`config.mk`:
```
export PLATFORM = sky130hd
export DESIGN_NAME = guess_evaluator_flat
export DESIGN_NICKNAME = d
export VERILOG_FILES = /design/src/rtl/guess_evaluator_if.sv /design/src/rtl/guess_evaluator.sv /design/src/flat_wrapper.sv
export SDC_FILE = /design/constraint.sdc
export NUM_CORES = 1
export LEC_CHECK = 0
export CAP_MARGIN = 20
export CORE_MARGIN = 2
export CORE_UTILIZATION = 54
export DETAILED_ROUTE_END_ITERATION = 10
export PLACE_DENSITY = 0.86
export SLEW_MARGIN = 10
export SYNTH_ARGS = -nofsm -noshare
export SYNTH_HDL_FRONTEND = slang
export SYNTH_SLANG_ARGS = --single-unit
```
`constraint.sdc`:
```
create_clock -name clk -period 8.35 [get_ports clk]
set_clock_uncertainty 0.05 [all_clocks]
set_input_delay 0.835 -clock clk [delete_from_list [all_inputs] [get_ports clk]]
set_output_delay 0.835 -clock clk [all_outputs]
set_load 0.02 [all_outputs]
```
`src/rtl/guess_evaluator_if.sv`:
```
`default_nettype none
// ============================================================================
// Module      : guess_evaluator_if
// Description : Bundles the board-state request/result signals and the shared
//               board-RAM write port of the guess evaluator.
//               master = board-state logic plus RAM arbiter side.
//               slave  = the evaluator itself.
// Revision    : 1.0 - initial release
// ============================================================================
interface guess_evaluator_if #(
    parameter int PIN_COLOR_W = 5,
    parameter int PIN_POS_W   = 5,
    parameter int MAX_PINS    = 20,
    parameter int RAM_ADDR_W  = 12
);
    // Request and operands from board-state logic
    logic                            start;
    logic [PIN_POS_W-1:0]            pins_count;
    logic [7:0]                      guess_index;
    logic [MAX_PINS*PIN_COLOR_W-1:0] guess;
    logic [MAX_PINS*PIN_COLOR_W-1:0] secret;

    // Status and results
    logic                            busy;
    logic                            done;
    logic                            err;
    logic [PIN_POS_W-1:0]            green;
    logic [PIN_POS_W-1:0]            yellow;
    logic                            win;

    // Board RAM write port (request/grant)
    logic                            ram_req;
    logic                            ram_gnt;
    logic [RAM_ADDR_W-1:0]           ram_addr;
    logic [PIN_COLOR_W-1:0]          ram_wdata;
    logic                            ram_we;

    modport master (
        output start, pins_count, guess_index, guess, secret, ram_gnt,
        input  busy, done, err, green, yellow, win,
               ram_req, ram_addr, ram_wdata, ram_we
    );

    modport slave (
        input  start, pins_count, guess_index, guess, secret, ram_gnt,
        output busy, done, err, green, yellow, win,
               ram_req, ram_addr, ram_wdata, ram_we
    );
endinterface
`default_nettype wire

```
`src/rtl/guess_evaluator.sv`:
```
`default_nettype none
// ============================================================================
// Module      : guess_evaluator
// Description : Scores one guess against the secret (green = right colour and
//               position, yellow = right colour wrong position, one pin
//               comparison per cycle), then uploads the guess pins and both
//               hint counts to the shared board RAM via a request/grant port.
// Revision    : 1.0 - initial release
// ============================================================================
module guess_evaluator #(
    parameter int PIN_COLOR_W  = 5,
    parameter int PIN_POS_W    = 5,
    parameter int MAX_PINS     = 20,
    parameter int MAX_GUESSES  = 99,
    parameter int RAM_ADDR_W   = 12,
    parameter int HINTS_OFFSET = 1980
) (
    input  wire logic         clk,
    input  wire logic         nreset,
    guess_evaluator_if.slave  eval_if
);

    typedef enum logic [2:0] {
        S_IDLE     = 3'd0,
        S_GREEN    = 3'd1,
        S_YELLOW   = 3'd2,
        S_WR_PINS  = 3'd3,
        S_WR_HINTS = 3'd4,
        S_FINISH   = 3'd5
    } state_t;

    localparam int                   c_vec_w       = MAX_PINS * PIN_COLOR_W;
    localparam logic [PIN_POS_W-1:0] c_max_pins    = PIN_POS_W'(MAX_PINS);
    localparam logic [PIN_POS_W-1:0] c_one         = PIN_POS_W'(1);
    localparam logic [7:0]           c_max_guesses = 8'(MAX_GUESSES);

    // ------------------------------------------------------------------
    // State and datapath registers
    // ------------------------------------------------------------------
    state_t                 state_q,  state_d;
    logic [c_vec_w-1:0]     guess_q,  guess_d;
    logic [c_vec_w-1:0]     secret_q, secret_d;
    logic [7:0]             row_q,    row_d;
    logic [PIN_POS_W-1:0]   n_q,      n_d;
    logic [PIN_POS_W-1:0]   i_q,      i_d;
    logic [PIN_POS_W-1:0]   j_q,      j_d;
    logic [PIN_POS_W-1:0]   p_q,      p_d;
    logic                   hw_q,     hw_d;      // hint word select: 0 green, 1 yellow
    logic [MAX_PINS-1:0]    ag_q,     ag_d;      // guess pin already matched
    logic [MAX_PINS-1:0]    as_q,     as_d;      // secret pin already consumed
    logic [PIN_POS_W-1:0]   green_q,  green_d;
    logic [PIN_POS_W-1:0]   yellow_q, yellow_d;
    logic                   win_q,    win_d;
    logic                   err_q,    err_d;

    // YELLOW-phase helpers
    logic                   w_adv_i;
    logic                   w_leave_y;
    logic                   w_win_next;

    // RAM port drive
    logic                   w_ram_req;
    logic [RAM_ADDR_W-1:0]  w_ram_addr;
    logic [PIN_COLOR_W-1:0] w_ram_wdata;
    logic [RAM_ADDR_W-1:0]  w_row_base;
    logic [RAM_ADDR_W-1:0]  w_hint_base;

    // Latched pins viewed as arrays so a pin can be picked by a counter
    logic [PIN_COLOR_W-1:0] w_gpin [MAX_PINS];
    logic [PIN_COLOR_W-1:0] w_spin [MAX_PINS];

    generate
        for (genvar k = 0; k < MAX_PINS; k++) begin : g_unpack
            assign w_gpin[k] = guess_q [k*PIN_COLOR_W +: PIN_COLOR_W];
            assign w_spin[k] = secret_q[k*PIN_COLOR_W +: PIN_COLOR_W];
        end
    endgenerate

    assign w_win_next = (green_q == n_q) && (n_q != '0);

    // Next-state and datapath update for the scoring/upload sequence
    always_comb begin
        state_d   = state_q;
        guess_d   = guess_q;
        secret_d  = secret_q;
        row_d     = row_q;
        n_d       = n_q;
        i_d       = i_q;
        j_d       = j_q;
        p_d       = p_q;
        hw_d      = hw_q;
        ag_d      = ag_q;
        as_d      = as_q;
        green_d   = green_q;
        yellow_d  = yellow_q;
        win_d     = win_q;
        err_d     = err_q;
        w_adv_i   = 1'b0;
        w_leave_y = 1'b0;

        case (state_q)
            S_IDLE: begin
                if (eval_if.start) begin
                    guess_d  = eval_if.guess;
                    secret_d = eval_if.secret;
                    row_d    = eval_if.guess_index;
                    n_d      = (eval_if.pins_count > c_max_pins) ? c_max_pins
                                                                 : eval_if.pins_count;
                    i_d      = '0;
                    j_d      = '0;
                    p_d      = '0;
                    hw_d     = 1'b0;
                    ag_d     = '0;
                    as_d     = '0;
                    green_d  = '0;
                    yellow_d = '0;
                    win_d    = 1'b0;
                    err_d    = 1'b0;
                    state_d  = S_GREEN;
                end
            end

            S_GREEN: begin
                if (n_q == '0) begin
                    i_d     = '0;
                    j_d     = '0;
                    state_d = S_YELLOW;
                end else begin
                    if (w_gpin[i_q] == w_spin[i_q]) begin
                        green_d    = green_q + c_one;
                        ag_d[i_q]  = 1'b1;
                        as_d[i_q]  = 1'b1;
                    end
                    if (i_q == n_q - c_one) begin
                        i_d     = '0;
                        j_d     = '0;
                        state_d = S_YELLOW;
                    end else begin
                        i_d = i_q + c_one;
                    end
                end
            end

            S_YELLOW: begin
                // Only reachable with i==n when n is zero; otherwise the
                // exit is taken on the same cycle that finishes the last pin.
                if (i_q == n_q) begin
                    w_leave_y = 1'b1;
                end else begin
                    if (ag_q[i_q]) begin
                        w_adv_i = 1'b1;
                    end else if (!as_q[j_q] && (w_gpin[i_q] == w_spin[j_q])) begin
                        yellow_d   = yellow_q + c_one;
                        ag_d[i_q]  = 1'b1;
                        as_d[j_q]  = 1'b1;
                        w_adv_i    = 1'b1;
                    end else if (j_q == n_q - c_one) begin
                        w_adv_i = 1'b1;
                    end else begin
                        j_d = j_q + c_one;
                    end

                    if (w_adv_i) begin
                        i_d = i_q + c_one;
                        j_d = '0;
                        if (i_q + c_one == n_q) begin
                            w_leave_y = 1'b1;
                        end
                    end
                end

                if (w_leave_y) begin
                    i_d   = '0;
                    j_d   = '0;
                    win_d = w_win_next;
                    if (row_q >= c_max_guesses) begin
                        // Row lies outside the board: report and skip the upload
                        err_d   = 1'b1;
                        state_d = S_FINISH;
                    end else if (n_q == '0) begin
                        hw_d    = 1'b0;
                        state_d = S_WR_HINTS;
                    end else begin
                        p_d     = '0;
                        state_d = S_WR_PINS;
                    end
                end
            end

            S_WR_PINS: begin
                if (eval_if.ram_gnt) begin
                    if (p_q == n_q - c_one) begin
                        hw_d    = 1'b0;
                        state_d = S_WR_HINTS;
                    end else begin
                        p_d = p_q + c_one;
                    end
                end
            end

            S_WR_HINTS: begin
                if (eval_if.ram_gnt) begin
                    if (hw_q) begin
                        state_d = S_FINISH;
                    end else begin
                        hw_d = 1'b1;
                    end
                end
            end

            S_FINISH: begin
                state_d = S_IDLE;
            end

            default: begin
                state_d = S_IDLE;
            end
        endcase
    end

    // State and datapath registers with synchronous active-low reset
    always_ff @(posedge clk) begin
        if (!nreset) begin
            state_q  <= S_IDLE;
            guess_q  <= '0;
            secret_q <= '0;
            row_q    <= '0;
            n_q      <= '0;
            i_q      <= '0;
            j_q      <= '0;
            p_q      <= '0;
            hw_q     <= 1'b0;
            ag_q     <= '0;
            as_q     <= '0;
            green_q  <= '0;
            yellow_q <= '0;
            win_q    <= 1'b0;
            err_q    <= 1'b0;
        end else begin
            state_q  <= state_d;
            guess_q  <= guess_d;
            secret_q <= secret_d;
            row_q    <= row_d;
            n_q      <= n_d;
            i_q      <= i_d;
            j_q      <= j_d;
            p_q      <= p_d;
            hw_q     <= hw_d;
            ag_q     <= ag_d;
            as_q     <= as_d;
            green_q  <= green_d;
            yellow_q <= yellow_d;
            win_q    <= win_d;
            err_q    <= err_d;
        end
    end

    // Address bases: guess rows are MAX_PINS wide, hint rows two words wide
    assign w_row_base  = RAM_ADDR_W'(row_q) * RAM_ADDR_W'(MAX_PINS);
    assign w_hint_base = RAM_ADDR_W'(HINTS_OFFSET) + (RAM_ADDR_W'(row_q) << 1);

    // RAM request, address and data; held stable while the grant is absent
    always_comb begin
        w_ram_req   = 1'b0;
        w_ram_addr  = '0;
        w_ram_wdata = '0;
        case (state_q)
            S_WR_PINS: begin
                w_ram_req   = 1'b1;
                w_ram_addr  = w_row_base + RAM_ADDR_W'(p_q);
                w_ram_wdata = w_gpin[p_q];
            end
            S_WR_HINTS: begin
                w_ram_req   = 1'b1;
                w_ram_addr  = w_hint_base + RAM_ADDR_W'(hw_q);
                w_ram_wdata = hw_q ? PIN_COLOR_W'(yellow_q) : PIN_COLOR_W'(green_q);
            end
            default: begin
                w_ram_req   = 1'b0;
            end
        endcase
    end

    assign eval_if.busy      = (state_q == S_GREEN)   || (state_q == S_YELLOW) ||
                               (state_q == S_WR_PINS) || (state_q == S_WR_HINTS);
    assign eval_if.done      = (state_q == S_FINISH);
    assign eval_if.err       = err_q;
    assign eval_if.green     = green_q;
    assign eval_if.yellow    = yellow_q;
    assign eval_if.win       = win_q;
    assign eval_if.ram_req   = w_ram_req;
    assign eval_if.ram_addr  = w_ram_addr;
    assign eval_if.ram_wdata = w_ram_wdata;
    assign eval_if.ram_we    = w_ram_req & eval_if.ram_gnt;

endmodule
`default_nettype wire
```
`src/flat_wrapper.sv`:
```
// flat-port wrapper written by rule: the top's interface ports become plain ports
module guess_evaluator_flat 
#(
    parameter int PIN_COLOR_W  = 5,
    parameter int PIN_POS_W    = 5,
    parameter int MAX_PINS     = 20,
    parameter int MAX_GUESSES  = 99,
    parameter int RAM_ADDR_W   = 12,
    parameter int HINTS_OFFSET = 1980
)
  (clk, nreset, eval_if_start, eval_if_pins_count, eval_if_guess_index, eval_if_guess, eval_if_secret, eval_if_ram_gnt, eval_if_busy, eval_if_done, eval_if_err, eval_if_green, eval_if_yellow, eval_if_win, eval_if_ram_req, eval_if_ram_addr, eval_if_ram_wdata, eval_if_ram_we);
  guess_evaluator_if #(.PIN_COLOR_W(PIN_COLOR_W), .PIN_POS_W(PIN_POS_W), .MAX_PINS(MAX_PINS), .RAM_ADDR_W(RAM_ADDR_W)) eval_if_i ();
  input  wire logic clk;
  input  wire logic nreset;
  input wire logic [$bits(eval_if_i.start)-1:0] eval_if_start;
  input wire logic [$bits(eval_if_i.pins_count)-1:0] eval_if_pins_count;
  input wire logic [$bits(eval_if_i.guess_index)-1:0] eval_if_guess_index;
  input wire logic [$bits(eval_if_i.guess)-1:0] eval_if_guess;
  input wire logic [$bits(eval_if_i.secret)-1:0] eval_if_secret;
  input wire logic [$bits(eval_if_i.ram_gnt)-1:0] eval_if_ram_gnt;
  output wire logic [$bits(eval_if_i.busy)-1:0] eval_if_busy;
  output wire logic [$bits(eval_if_i.done)-1:0] eval_if_done;
  output wire logic [$bits(eval_if_i.err)-1:0] eval_if_err;
  output wire logic [$bits(eval_if_i.green)-1:0] eval_if_green;
  output wire logic [$bits(eval_if_i.yellow)-1:0] eval_if_yellow;
  output wire logic [$bits(eval_if_i.win)-1:0] eval_if_win;
  output wire logic [$bits(eval_if_i.ram_req)-1:0] eval_if_ram_req;
  output wire logic [$bits(eval_if_i.ram_addr)-1:0] eval_if_ram_addr;
  output wire logic [$bits(eval_if_i.ram_wdata)-1:0] eval_if_ram_wdata;
  output wire logic [$bits(eval_if_i.ram_we)-1:0] eval_if_ram_we;
  assign eval_if_i.start = eval_if_start;
  assign eval_if_i.pins_count = eval_if_pins_count;
  assign eval_if_i.guess_index = eval_if_guess_index;
  assign eval_if_i.guess = eval_if_guess;
  assign eval_if_i.secret = eval_if_secret;
  assign eval_if_i.ram_gnt = eval_if_ram_gnt;
  assign eval_if_busy = eval_if_i.busy;
  assign eval_if_done = eval_if_i.done;
  assign eval_if_err = eval_if_i.err;
  assign eval_if_green = eval_if_i.green;
  assign eval_if_yellow = eval_if_i.yellow;
  assign eval_if_win = eval_if_i.win;
  assign eval_if_ram_req = eval_if_i.ram_req;
  assign eval_if_ram_addr = eval_if_i.ram_addr;
  assign eval_if_ram_wdata = eval_if_i.ram_wdata;
  assign eval_if_ram_we = eval_if_i.ram_we;
  guess_evaluator #(.PIN_COLOR_W(PIN_COLOR_W), .PIN_POS_W(PIN_POS_W), .MAX_PINS(MAX_PINS), .MAX_GUESSES(MAX_GUESSES), .RAM_ADDR_W(RAM_ADDR_W), .HINTS_OFFSET(HINTS_OFFSET)) u_core (.clk(clk), .nreset(nreset), .eval_if(eval_if_i));
endmodule
```
**After elaboration in Yosys (flattened, before gate mapping)**

Cells that the tools add are included.
Widths: inputs -> output; s select.

- $add $sub $neg: 9
- Multiply operators: 1
- Magnitude comparators: 9
- Equal/unequal tests: 35
- Mux-type cells: 100
- Bitwise operators: 7
- Reductions and logical operators: 28

Operators by type and width:

| kind | number |
|---|---|
| $mux 20 | 11 |
| $mux 5 | 34 |
| $pmux 20 s3 | 2 |
| $bmux 5 s5 | 4 |
| $or 20x20->20 | 3 |
| $pmux 5 s3 | 3 |
| $eq 5x5->1 | 8 |
| $mux 3 | 10 |
| $pmux 5 s2 | 3 |
| $reduce_and 7->1 | 4 |
| $add 5x1->5 const B | 5 |
| $mux 1 | 24 |
| $pmux 12 s2 | 1 |
| $ne 2x2->1 const B | 10 |
| $ge 6x6->1 const B | 3 |
| $not 5->6 | 3 |
| $pmux 3 s5 | 1 |
| $add 11x9->12 const A | 1 |
| $add 12x1->12 | 1 |
| $add 12x5->12 | 1 |
| $lt 5x6->1 const B | 2 |
| $ne 2x1->1 const B | 6 |
| $ne 4x4->1 const B | 3 |
| $reduce_and 4->1 | 3 |
| other kinds (29) | 43 |

- Flip-flop bits (word level): 284
- Output and inout port bits: 33
- Logic and storage cells: 204

**Logic depth before layout (Yosys ltp)**

Gate-level depths: netlist of run 1.

- Word-level depth: 15
- Gate-level depth with buffers: 15
- Gate-level depth less buffers: 11

**Least setup slack after synthesis of run 1**

Ideal clock, no wire load.

- Kind: register -> output
- Start point: register u_core.row_q[1]
- End point: output eval_if_ram_addr[11]
- Arrival: 2549 ps
- Data required time: 7465 ps
- Slack: 4916 ps
- Cell stages (with the launch flop): 11
- Buffers on the path: 0
- Path through: dfxtp_1 -> ha_1 -> ha_1 -> fa_1 -> a21o_1 -> a21oi_1 -> o21bai_1 -> a21oi_1 -> xor2_1 -> xnor2_1 -> o22ai_1

- Longest elaborated chain between the ends: 3
- Elaborated cells between the ends (all ways): 5
- Classes of those cells: add/sub (3); mul (1); mux (1)

Ends and longest elaborated chain:

| item | line | source |
|---|---|---|
| start: declaration | guess_evaluator.sv:43 | `logic [7:0] row_q, row_d;` |
| start signal: assignment | guess_evaluator.sv:243 | `row_q <= row_d;` |
| $mul 8x3->10 / $add 11x9->12 (equally long branches) | guess_evaluator.sv:259, guess_evaluator.sv:260 |  |
| $add 12x5->12 / $add 12x1->12 (equally long branches) | guess_evaluator.sv:270, guess_evaluator.sv:275 |  |
| $pmux 12 s2 * | guess_evaluator.sv:267 | `case (state_q)` |
| end: declaration | flat_wrapper.sv:28 | `output wire logic [$bits(eval_if_i.ram_addr)-1:0] eval_if_ram_addr;` |

Every way passes the cells marked *; elsewhere a longest branch is shown, timed or not.

**Final worst setup path of run 1**

- Start point: register u_core.i_q[1]
- End point: register u_core.ag_q[9]

- Longest elaborated chain between the ends: 9
- Elaborated cells between the ends (all ways): 30
- Classes of those cells: order compare (2); eq/ne (7); mux (16); bitwise (2); reduce/logical (3)

Ends and longest elaborated chain:

| item | line | source |
|---|---|---|
| start: declaration | guess_evaluator.sv:45 | `logic [PIN_POS_W-1:0] i_q, i_d;` |
| start signal: assignment | guess_evaluator.sv:245 | `i_q <= i_d;` |
| $lt 5x6->1 (implied by the code) / $ge 5x1->1 (equally long branches) | guess_evaluator.sv:131, guess_evaluator.sv:154 |  |
| $logic_and 1x1->1 (implied by the code) | guess_evaluator.sv:131, guess_evaluator.sv:154 |  |
| $mux 1 (implied by the code) | guess_evaluator.sv:131, guess_evaluator.sv:154 |  |
| $demux 1 s5 | - |  |
| $or 20x20->20 (no line) | - |  |
| $mux 20 | guess_evaluator.sv:152 | `end else if (!as_q[j_q] && (w_gpin[i_q] == w_spin[j_q])) begin` |
| $mux 20 | guess_evaluator.sv:150 | `if (ag_q[i_q]) begin` |
| $mux 20 | guess_evaluator.sv:147 | `if (i_q == n_q) begin` |
| $pmux 20 s3 | guess_evaluator.sv:101 | `case (state_q)` |
| end signal: assignment | guess_evaluator.sv:249 | `ag_q <= ag_d;` |
| end: declaration | guess_evaluator.sv:49 | `logic [MAX_PINS-1:0] ag_q, ag_d;` |

Parallel ways exist; a longest one is shown, timed or not. The select of a mux whose other input is x is not followed.
A chain may end at the register's enable or synchronous reset.

==> impl_metrics.ini, run 1 <==
[floorplanning]
die_w_microns = 174
start_util_pct = 54.5
die_height_microns = 174
coreArea_sq_um = 28500
row_count = 62
ios = 250
die_area_sq_um = 30200

[setup_path]
crit_path_max_fanout = 44
slowest_delay_ns = 0.93
startpoint = u_core.i_q[1]
critical_path_depth = 10
worst_path_max_delay_cell = a211oi_4
path_delay_family = compound AO/OA/AOI/OAI gates
critPathKind = register to register
cp_data_arrival_time_ns = 5.26
end_kind = register
r2r_slack_ns = 3.54
cp_num_buf_inv = 1
startpoint_type = register
required_ns = 8.79
path_cells = buf_4, mux4_2, mux2i_1, o21ai_0, a221oi_1, xnor2_1, nor4_2, a21oi_1, a211oi_4, a32o_2
rr_startpoint = u_core.i_q[1]
r2r_cells = 10

[clock_tree]
cts_root_buf = clkbuf_16
cts.sinks = 284
cts_buffer_depth = 3
cts_tree = built
cts_buffers = 28
cts_setup_buffers = 0
clk_latency_ns = 0.57
clkTransAtPathRegs_ns = 0.06
postCtsHoldBufs = 0
cts_resized = 0
htree_levels = 1

[sta]
slew_headroom_pct = 25.4
slew_viol_final = 0
finalSetupViolCount = 0
post-route-period-util_pct = 57.7
worstMarginPinSlew_ns = 1.12
fin_crit_ns = 4.81
layout_setup_ws_ns = 3.54
rsz0062_at_grt = false
final_hold_viol_count = 0
tns_ns = 0
fmax_mhz = 208

[placement]
place_congestion = 0.942
hpwl_microns = 34500
portBuffers = 249
placed_area_sq_um = 18000
pre_cts_ws_ns = 3.69

[global_routing]
grt_max_degree = 127
antenna_found_initial = 0
grt_overflow_total = 0
grt_pass1_vias = 14100
grt_pass1_wl_microns = 75700
track_usage_pct = 30.9

[final_layout]
diodes = 0
fillers = 2198
final_net_count = 2188
ff_latch_area_sq_um = 5690
most-common-layout-cells = 480 x nand2_1, 280 x dfxtp_1, 249 x clkdlybuf4s50_1
area_delta_synth_final_pct = 22.4
multiInputGateArea_sq_um = 9150
layout_commonest_cell = nand2_1
fin_area_sq_um = 19000
drive_gt1_share_pct = 9.74

[yosys]
synthDistinctLibCells = 73
syn-cell-area_sq_um = 15600
syn_nets = 2032
ys_seq_elements = 284
synth-edff-count = 0
synth_ff_type = dfxtp_1
yosys_warnings = 0
async_flop_share_pct = 0
syn-instance-count = 1785
seq_area_frac_synth_pct = 36.6
syn_avg_cell_area_sq_um = 8.71

[power]
power_density_nw_per_um2 = 248
peakVddDrop_uv = 175
power_frac_comb_pct = 33.6
p_sw_mw = 1.74
p_leak_nw = 6.73
sw_frac_of_total_pct = 36.7
p_int_mw = 2.99
seq_power_share_pct = 38.6
clkPwrFrac_pct = 27.9

[route]
post-route-drc-count = 0
routedWlPerCell_microns = 20.7
drtPass1Iterations = 8
drt-total-wl_microns = 48500
drt_iter0_markers = 1921
vias_per_cell = 6.42
antenna_left = 0
vias = 15000

[status]
status = finished clean

[min_path]
holdPathStages = 2
hold_path.class = register to register
hp-start = u_core.as_q[16]

[flow_run]
max_cap_violations = 0
-- Yosys cell counts, types with 14 or more instances --
cell type | instances | area share (%)
nor2_1 | 46 | 1.1
a22oi_1 | 14 | 0.68
clkbuf_1 | 105 | 2.5
o22ai_1 | 25 | 1.0
nand4_1 | 15 | 0.60
a22o_1 | 16 | 0.90
nor3_1 | 22 | 0.71
nand3_1 | 46 | 1.5
xor2_1 | 18 | 1.0
xnor2_1 | 45 | 2.5
mux4_2 | 85 | 12
nand2_1 | 480 | 12
inv_1 | 21 | 0.51
ha_1 | 28 | 2.3
mux2i_1 | 63 | 4.1
dfxtp_1 | 284 | 37
o21ai_0 | 22 | 0.71
buf_2 | 18 | 0.58
a21oi_1 | 237 | 7.6
-- final cells by class --
type / instances / share of cell area, %
Clock inverter: 6 / 0.480
Tap cell: 384 / 2.52
Multi-Input combinational cell: 1336 / 48.1
Clock buffer: 43 / 4.56
Timing Repair Buffer: 269 / 14.0
Sequential cell: 284 / 29.9
Inverter: 22 / 0.460
-- worst register-to-register path: cells and delay by family (launching register included) --
kind | cells | cell delay (ns)
buf+inv | 1 | 0.67
flops | 1 | 0.75
mux | 2 | 0.79
simple gates | 1 | 0.44
compound gates | 5 | 1.92
xor+xnor | 1 | 0.13
-- sequential cells by signal, summed over array words and instances, names as in the netlist --
name,count
u_core.i_q,5
u_core.ag_q,20
u_core.state_q,3
u_core.row_q,8
u_core.eval_if.win,1
u_core.hw_q,1
u_core.p_q,5
u_core.as_q,20
u_core.eval_if.green,5
u_core.n_q,5
u_core.secret_q,100
u_core.j_q,5
u_core.eval_if.yellow,5
u_core.guess_q,100
u_core.eval_if.err,1
-- power groups by stage --
stage | Combinational (mW) | Clock [mW] | Sequential (mW)
6_report | 1.59 | 1.32 | 1.83
5_1_grt | 1.72 | 1.37 | 1.84
4_1_cts | 1.54 | 1.31 | 1.81
3_5_place_dp | 1.53 | 0 | 1.84
2_1_floorplan | 1.15 | 0 | 1.72
3_3_place_gp | 1.49 | 0 | 1.83
-- stage by stage --
stage               instances  power, mW  utilization (%)  hold slack (ns)
CTS                      2342       4.67             66.5            0.404
floorplan                1785       2.87                -            0.370
detailed placement       2293       3.37             63.2            0.390
global placement         2292       3.31             63.2            0.383
global route             2344       4.93             66.7            0.427
finish                   2344       4.73             66.7            0.401
-- logic make-up after synthesis --
logic type,share of synthesized area [%]
simple gates,18.7
compound gates,16.3
flops,36.6
buf+inv,4.77
mux,17.6
xor+xnor,3.55
fa+ha+maj,2.57
-- per-layer routing --
metal / GRT usage (%) / vias up / wire length, microns
met3: 4.65 / 178 / 4940
li1: - / 6680 / -
met4: 12.6 / 0 / 2270
met2: 50.0 / 1060 / 22300
met5: 0 / - / 0
met1: 41.7 / 7129 / 19000
-- path summary, 6_finish.rpt --
| check | end |
|---|---|
| setup / recovery | u_core.ag_q[9] |
| setup reg to reg | u_core.ag_q[9] |
| hold reg to reg | u_core.as_q[16] |
| hold / removal | u_core.as_q[16] |
No activity file was read; power rests on OpenSTA's default activity.
==> inputs of run 2 (changes only) <==
clock period = 4.85 ns   (was 8.35 ns; I/O delays follow)
==> impl_metrics.ini, run 2 (synthesized netlist as in run 1, its figures left out) <==
[route]
drt-total-wl_microns = 48700
post-route-drc-count = 0
vias = 14700
drt_iter0_markers = 1936
routedWlPerCell_microns = 20.7
antenna_left = 0
vias_per_cell = 6.25
drtPass1Iterations = 6

[min_path]
hold_path.class = register to register
holdPathStages = 2

[flow_run]
max_cap_violations = 0

[final_layout]
final_net_count = 2195
most-common-layout-cells = 480 x nand2_1, 280 x dfxtp_1, 249 x clkdlybuf4s50_1
area_delta_synth_final_pct = 23.4
fin_area_sq_um = 19200
diodes = 0
layout_commonest_cell = nand2_1
final_util_pct = 67.2
drive_gt1_share_pct = 10.5
reg_top3 = u_core.guess_q (100), u_core.secret_q (100)

[status]
status = finished clean

[clock_tree]
cts_setup_buffers = 0
clk_latency_ns = 0.56
cts_root_buf = clkbuf_16
cts_buffer_depth = 3
cts.sinks = 284
cts_buffers = 30
cts_tree = built
cts_resized = 0
postCtsHoldBufs = 0
clkTransAtPathRegs_ns = 0.06
htree_levels = 1

[setup_path]
startpoint_type = register
r2r_cells = 12
crit_path_max_fanout = 9
end_kind = primary output
required_ns = 4.32
critPathKind = register to primary output
cp_data_arrival_time_ns = 3.82

[global_routing]
grt_max_degree = 211
grt_overflow_total = 0
grt_pass1_wl_microns = 76000
antenna_found_initial = 1
grt_pass1_vias = 14400
track_usage_pct = 31.2

[sta]
post-route-period-util_pct = 89.9
slew_viol_final = 0
tns_ns = 0
final_hold_viol_count = 0
finalSetupViolCount = 0
worstMarginPinSlew_ns = 1.09
layout_setup_ws_ns = 0.490
fin_crit_ns = 4.36
rsz0062_at_grt = false
fmax_mhz = 229
slew_headroom_pct = 27.5

[placement]
placed_area_sq_um = 18100
pre_cts_ws_ns = 0.928
hpwl_microns = 34600
portBuffers = 249
place_congestion = 0.993

[floorplanning]
die_w_microns = 174
die_area_sq_um = 30200
ios = 250
die_height_microns = 174
row_count = 62
start_util_pct = 54.5
coreArea_sq_um = 28500

[power]
p_total_mw = 8.34
peakVddDrop_uv = 264
p_leak_nw = 6.82
power_density_nw_per_um2 = 434
## run 2: worst max-delay path, stage by stage (launching register included)
cell and delay [ns]:
dfxtp_1 0.51, ha_1 0.31, ha_1 0.24, fa_1 0.41
a21o_1 0.19, a21oi_1 0.25, o21bai_1 0.11, a21oi_1 0.18
xor2_1 0.19, xnor2_1 0.09, o22ai_1 0.16, clkdlybuf4s50_1 0.64
## run 2: final timing paths
kind                      startpoint  slack [ns]                   end
setup / recovery     u_core.row_q[1]        0.49  eval_if_ram_addr[11]
hold / removal    u_core.guess_q[84]        0.42    u_core.guess_q[84]
setup reg to reg       u_core.i_q[3]        0.75       u_core.as_q[15]
hold reg to reg   u_core.guess_q[84]        0.42    u_core.guess_q[84]
## run 2: final cells by class
class,instances,area [sq um]
fill,2166,9350
timing repair buffer,274,2720
multi-input combinational,1336,9150
clock inverter,17,199
inverter,22,87.6
sequential,284,5690
clock buffer,38,872
tap,384,480
## run 2: where the power goes
part           internal [mW]  switching, mW  total (mW)
registers               2.71          0.419        3.13
logic                   1.12           1.63        2.75
clock network           1.48          0.978        2.46
total                   5.31           3.02        8.34
## run 2: metal layers
layer	up-vias	GRT usage [%]	part of all wire, %
li1	6707	-	-
met1	6935	41.2	38
met2	932	50.4	46
met3	152	6.38	12
met4	0	12.7	4.0
met5	-	0	0
## run 2: through the flow
stage,hold slack (ns),std cells
2_1_floorplan,0.370,1785
3_3_place_gp,0.392,2300
3_5_place_dp,0.401,2300
4_1_cts,0.410,2355
5_1_grt,0.433,2355
6_report,0.420,2355
==> inputs of run 3 (changes only) <==
SKIP_CTS_REPAIR_TIMING = 1   (was not set)
==> results of run 3 <==
Same layout as run 2: the final DEF is identical, and so are final timing and power.
